[src/rtl/spi_fword_loader_pkg.sv]
// Shared constants and types for the SPI frequency-word loader.
package spi_fword_loader_pkg;

  localparam logic [7:0] CMD_SET     = 8'hA5;
  localparam logic [7:0] CMD_DEFAULT = 8'h5A;

  localparam logic [1:0] S_IDLE = 2'd0;
  localparam logic [1:0] S_DATA = 2'd1;
  localparam logic [1:0] S_CHK  = 2'd2;

  // Bit order matches the reply byte seen by the SPI master.
  typedef struct packed {
    logic       ok;
    logic       err_chk;
    logic       err_to;
    logic       err_abort;
    logic       busy;
    logic       cnt_sat;
    logic [1:0] rsvd;
  } status_t;

endpackage

[src/rtl/spi_fword_loader_sync_edge.sv]
// Two-flop synchroniser followed by a rising-edge detector on the synced level.
module spi_fword_loader_sync_edge (
  input  logic clk,
  input  logic rst,
  input  logic d,
  output logic rise
);

  logic [2:0] sh;

  always_ff @(posedge clk or negedge rst) begin
    if (!rst) sh <= 3'b000;
    else      sh <= {sh[1:0], d};
  end

  assign rise = sh[1] & ~sh[2];

endmodule

[src/rtl/spi_fword_loader.sv]
// Frames SPI bytes into 32-bit DDS frequency words, checks the XOR checksum
// and commits the word in a single cycle.
//
// state  | meaning
// S_IDLE | waiting for a command byte
// S_DATA | collecting the four frequency-word bytes, MSB first
// S_CHK  | waiting for the checksum byte
module spi_fword_loader
  import spi_fword_loader_pkg::*;
#(
  parameter logic [31:0] DEFAULT_FWORD = 32'hC5B0_5B05,
  parameter int          TIMEOUT_CYC   = 27_000,
  parameter int          TO_W          = 15
) (
  input  logic        clk,
  input  logic        rst,
  input  logic [7:0]  rxd_data,
  input  logic        rxd_flag,
  input  logic        cs,
  output logic [31:0] fword_out,
  output logic        fword_update,
  output logic [7:0]  status_byte
);

  logic            byte_stb, cs_rise;
  logic [1:0]      state, state_nxt;
  logic [1:0]      idx, idx_nxt;
  logic [7:0]      xacc, xacc_nxt;
  logic [31:0]     shadow, shadow_nxt;
  logic            dflt, dflt_nxt;
  logic            pend_nxt, pend_q;
  logic [31:0]     commit_word;
  logic            set_err_chk, set_to, set_abort;
  logic [TO_W-1:0] to_cnt;
  logic            to_hit;
  logic [7:0]      commit_cnt;
  logic            ok, err_chk, err_to, err_abort;
  status_t         sts;

  spi_fword_loader_sync_edge u_sync_flag (
    .clk  (clk),
    .rst  (rst),
    .d    (rxd_flag),
    .rise (byte_stb)
  );

  spi_fword_loader_sync_edge u_sync_cs (
    .clk  (clk),
    .rst  (rst),
    .d    (cs),
    .rise (cs_rise)
  );

  assign to_hit = (to_cnt == TO_W'(TIMEOUT_CYC));

  always_comb begin
    state_nxt   = state;
    idx_nxt     = idx;
    xacc_nxt    = xacc;
    shadow_nxt  = shadow;
    dflt_nxt    = dflt;
    pend_nxt    = 1'b0;
    set_err_chk = 1'b0;
    set_to      = 1'b0;
    set_abort   = 1'b0;
    case (state)
      S_IDLE: begin
        if (byte_stb) begin
          if (rxd_data == CMD_SET) begin
            state_nxt = S_DATA;
            idx_nxt   = 2'd0;
            xacc_nxt  = CMD_SET;
            dflt_nxt  = 1'b0;
          end else if (rxd_data == CMD_DEFAULT) begin
            state_nxt = S_CHK;
            xacc_nxt  = CMD_DEFAULT;
            dflt_nxt  = 1'b1;
          end
        end
      end
      S_DATA: begin
        if (byte_stb) begin
          shadow_nxt = {shadow[23:0], rxd_data};
          xacc_nxt   = xacc ^ rxd_data;
          idx_nxt    = idx + 2'd1;
          if (idx == 2'd3) state_nxt = S_CHK;
        end else if (to_hit) begin
          state_nxt = S_IDLE;
          set_to    = 1'b1;
        end
      end
      S_CHK: begin
        if (byte_stb) begin
          state_nxt = S_IDLE;
          if (rxd_data == xacc) pend_nxt = 1'b1;
          else                  set_err_chk = 1'b1;
        end else if (to_hit) begin
          state_nxt = S_IDLE;
          set_to    = 1'b1;
        end
      end
      default: state_nxt = S_IDLE;
    endcase
    // The byte is consumed before a deselect is allowed to abort the frame.
    if (cs_rise && state_nxt != S_IDLE) begin
      state_nxt = S_IDLE;
      set_abort = 1'b1;
    end
  end

  always_ff @(posedge clk or negedge rst) begin
    if (!rst) begin
      state       <= S_IDLE;
      idx         <= 2'd0;
      xacc        <= 8'h00;
      shadow      <= 32'h0;
      dflt        <= 1'b0;
      pend_q      <= 1'b0;
      commit_word <= 32'h0;
      to_cnt      <= '0;
    end else begin
      state  <= state_nxt;
      idx    <= idx_nxt;
      xacc   <= xacc_nxt;
      shadow <= shadow_nxt;
      dflt   <= dflt_nxt;
      pend_q <= pend_nxt;
      if (pend_nxt) commit_word <= dflt ? DEFAULT_FWORD : shadow;
      if (byte_stb || state == S_IDLE) to_cnt <= '0;
      else if (!to_hit)                to_cnt <= to_cnt + 1'b1;
    end
  end

  always_ff @(posedge clk or negedge rst) begin
    if (!rst) begin
      fword_out    <= DEFAULT_FWORD;
      fword_update <= 1'b0;
      commit_cnt   <= 8'h00;
      ok           <= 1'b0;
      err_chk      <= 1'b0;
      err_to       <= 1'b0;
      err_abort    <= 1'b0;
    end else begin
      fword_update <= pend_q;
      if (pend_q) begin
        fword_out <= commit_word;
        ok        <= 1'b1;
        err_chk   <= 1'b0;
        err_to    <= 1'b0;
        err_abort <= 1'b0;
        if (commit_cnt != 8'hFF) commit_cnt <= commit_cnt + 8'd1;
      end
      if (set_err_chk) begin
        err_chk <= 1'b1;
        ok      <= 1'b0;
      end
      if (set_to)    err_to    <= 1'b1;
      if (set_abort) err_abort <= 1'b1;
    end
  end

  always_comb begin
    sts           = '0;
    sts.ok        = ok;
    sts.err_chk   = err_chk;
    sts.err_to    = err_to;
    sts.err_abort = err_abort;
    sts.busy      = (state != S_IDLE);
    sts.cnt_sat   = (commit_cnt == 8'hFF);
  end

  assign status_byte = sts;

endmodule

[config.mk]
export PLATFORM = sky130hd
export DESIGN_NAME = spi_fword_loader
export DESIGN_NICKNAME = d
export VERILOG_FILES = /design/src/rtl/spi_fword_loader_pkg.sv /design/src/rtl/spi_fword_loader_sync_edge.sv /design/src/rtl/spi_fword_loader.sv
export SDC_FILE = /design/constraint.sdc
export NUM_CORES = 1
export LEC_CHECK = 0
export ABC_AREA = 1
export CELL_PAD_IN_SITES_DETAIL_PLACEMENT = 1
export CELL_PAD_IN_SITES_GLOBAL_PLACEMENT = 2
export CORE_ASPECT_RATIO = 0.8
export CORE_MARGIN = 5
export CORE_UTILIZATION = 38
export DETAILED_ROUTE_END_ITERATION = 7
export PLACE_DENSITY_LB_ADDON = 0.1
export SLEW_MARGIN = 20
export SYNTH_ARGS = -nofsm -noshare
export SYNTH_HDL_FRONTEND = slang
export SYNTH_SLANG_ARGS = --single-unit
[constraint.sdc]
create_clock -name clk -period 4.7 [get_ports clk]
set_input_delay 0.705 -clock clk [delete_from_list [all_inputs] [get_ports clk]]
set_output_delay 0.705 -clock clk [all_outputs]
set_load 0.02 [all_outputs]
==> flow_summary_export.csv <==
group,metric,value,unit
critical_path,cpMaxStageDelayCell,"nor4_4",
floorplanning,core_area,0.0164,mm2
floorplanning,initial_core_util,38.5,%
global_routing,grt_pass1_vias,5050,
synth,synth-async-reset-ratio,100,%
synth,synthAdderAreaFrac,1.58,%
drt,top_layer,"met4",
global_routing,grt_pass1_wl,26400,um
clocking,clock_path_buffers,2,
clocking,root_buffer,"clkbuf_16",
floorplanning,fp.dieH,126,um
final_layout,finalCoreUtilization,46.4,%
place,dp_hpwl,10900,um
clocking,path_clk_slew,60,ps
critical_path,critPathArrivalTime,3240,ps
critical_path,cp_max_fo,51,
sta,finalHoldViolCount,0,
drt,drt_iter0_drc,223,
final_layout,antenna-diode-count,0,
clocking,postCtsSetupBuffers,0,
sta,slew_headroom,38.9,%
power_and_ir_drop,power.share.sequential,44.5,%
power_and_ir_drop,p_switching,605,uW
sta,rsz0062_at_grt,"no",
clocking,cts_hold_buf,0,
floorplanning,die_x,154,um
drt,wl_met1,7690,um
drt,dr.pass1.iters,4,
clocking,clk_latency,420,ps
critical_path,path_class,"input pin to flop",
synth,ys_ff_latch,144,
global_routing,grt_overflow_total,0,
flow_run,maxCapViolCount,0,
synth,synth_area_leaders,"dfrtp_1 51%, nand2_1 16%, dfstp_2 5.8%, inv_1 4.1%, nor2_1 3.5%",
drt,routed-wl-met2,7010,um
power_and_ir_drop,leakage,3.67,nW
synth,yosys.area.top_type,"dfrtp_1",
power_and_ir_drop,combPwrFrac,3.8,%
drt,ant_nets,0,
synth,synth_area_per_cell,8.53,um2
final_layout,nets,807,
drt,vias,4849,
synth,synth_cell_types,34,
place,gp_congestion,0.771,
synth,synth_compound_area_share,6.28,%
synth,syn_inst,743,
clocking,cts_made_buffers,17,
synth,synth_edf_count,0,
synth,yosysTopAreaCellShare,51.3,%
power_and_ir_drop,finalPower,2.87,mW
drt,route.met3.wl,574,um
global_routing,grt_max_degree,73,
sta,period_share,62.8,%
place,portBuffers,50,
power_and_ir_drop,clkPwrFrac,51.7,%
power_and_ir_drop,intPower,2.27,mW
drt,drt-total-wl,15400,um
sta,setup-tns-final,0,ps
synth,synth_common_cells,"277 x nand2_1, 130 x dfrtp_1, 69 x inv_1",
clocking,clock_sinks,144,
critical_path,cp.required,4990,ps
sta,setup_viol,0,
min_path,hp-class,"input pin to asynchronous set/reset pin",
floorplanning,boundaryPins,53,
final_layout,drive_gt1_share,8.00,%
place,placement.cell_area,0.00698,mm2
sta,skew,7.74,ps
synth,ys.flop_type,"dfrtp_1",
floorplanning,dieArea,0.0194,mm2
critical_path,cp_cell_sequence,"clkdlybuf4s50_1 -> xor2_1 -> nor4_4 -> nand3_4 -> nand2_1 -> o21ai_1",
clocking,cts_max_level,4,
global_routing,antenna_found_initial,0,
synth,synth_xor_area_share,2.35,%
drt,drc_errors,0,
status,outcome,"finished clean",
drt,viasPerCell,4.75,
global_routing,grt.total_usage,16.9,%
drt,drt-wirelength-per-cell,15.1,um
critical_path,crit_buf_inv,1,
final_layout,design_area,0.00764,mm2
final_layout,syn_to_final_growth,20.5,%
clocking,cts_tree,"built",
synth,synth_area,0.00634,mm2
synth,ys_warn_count,0,
power_and_ir_drop,power_switching_share,21.0,%
synth,synthMuxAreaShare,0,%
critical_path,max_stage_delay,810,ps
power_and_ir_drop,pwr_density_cell,376,mW/mm2
critical_path,crit_family,"simple AND/OR/NAND/NOR gates",
synth,seq_area_frac_synth,57.1,%
critical_path,start_kind,"input pin",
sta,worst_pin_slew,910,ps
sta,fin_crit,2950,ps
floorplanning,rows,42,
clocking,cts-resized-gates,0,
critical_path,end_kind,"flop",
synth,synth_most_common_cell,"nand2_1",
sta,max_clock_freq,339,MHz
power_and_ir_drop,peakVddDrop,230,uV
sta,report.final.slew_viol_count,0,
synth,synth_top_family_by_area,"simple AND/OR/NAND/NOR gates",
synth,yosys.area_share.simple,25.2,%
final_layout,fillCellCount,1968,
[state kept, by name, summed over array words and instances, names as in the netlist, 3 cells and up]
signal / cells
xacc: 8
commit_word: 32
u_sync_cs.sh: 3
to_cnt: 15
commit_cnt: 8
shadow: 32
fword_out: 32
u_sync_flag.sh: 3
[cell type report]
| cell class | count | area, um2 | area share, % |
|---|---|---|---|
| Clock inverter | 8 | 149 | 1.95 |
| Sequential cell | 144 | 3620 | 47.4 |
| Clock buffer | 24 | 512 | 6.70 |
| Multi-Input combinational cell | 493 | 2250 | 29.5 |
| Tap cell | 220 | 275 | 3.60 |
| Inverter | 75 | 282 | 3.69 |
| Timing Repair Buffer | 56 | 547 | 7.16 |
[worst paths after layout]
kind	depth (start not counted)	to	slack, ps	from
max	6	commit_word[1]	1750	rxd_data[7]
min	1	commit_cnt[0]	280	rst
max reg2reg	5	commit_word[1]	2130	xacc[0]
min reg2reg	0	u_sync_cs.sh[1]	350	u_sync_cs.sh[0]
max in group asynchronous	2	shadow[8]	3400	rst
min in group clk	0	u_sync_cs.sh[1]	350	u_sync_cs.sh[0]
[cells by family (layout without fill, tap and decap cells)]
group           Yosys count  in the layout
xor+xnor                 17             17
simple gates            390            390
buf+inv                 107            163
other cells               1              2
compound gates           76             76
fa+ha+maj                 8              8
flops                   144            144
[cell usage in the layout (no fill, tap or decap), types with 2 or more instances in the layout]
master	count
dfrtp_1	130
nor4_1	2
inv_2	5
bufinv_16	4
dfstp_2	14
nor2_2	2
clkbuf_16	17
nor3_1	7
inv_1	69
o21ai_1	30
xor2_1	11
xnor2_1	6
ha_1	8
a31oi_1	5
conb_1	2
nand2_1	277
a21oi_1	14
nor2_1	59
clkdlybuf4s50_1	49
nand3_1	18
nand4_1	19
buf_4	6
o21ai_0	23
clkinvlp_4	2
clkbuf_8	6
[through the flow]
step,hold WS [ps],setup slack [ps],std cells
2_1_floorplan,331,2790,744
3_3_place_gp,345,1440,988
3_5_place_dp,344,1280,988
4_1_cts,303,1740,1020
5_1_grt,336,1530,1020
6_report,284,1750,1020
[power groups by stage]
stage                     Sequential (mW)  Clock [mW]  Combinational, mW
after detailed placement             1.30           0              0.112
after global placement               1.30           0              0.109
after floorplan                      1.29           0             0.0596
after global routing                 1.28        1.59              0.126
after CTS                            1.28        1.53              0.113
final                                1.28        1.49              0.109
[per-layer routing]
layer	track usage [%]	vias to the layer above
li1	-	2398
met1	23.8	2373
met2	25.6	64
met3	5.22	14
met4	4.21	0
met5	0	-
(Power assumes the default switching activity.)
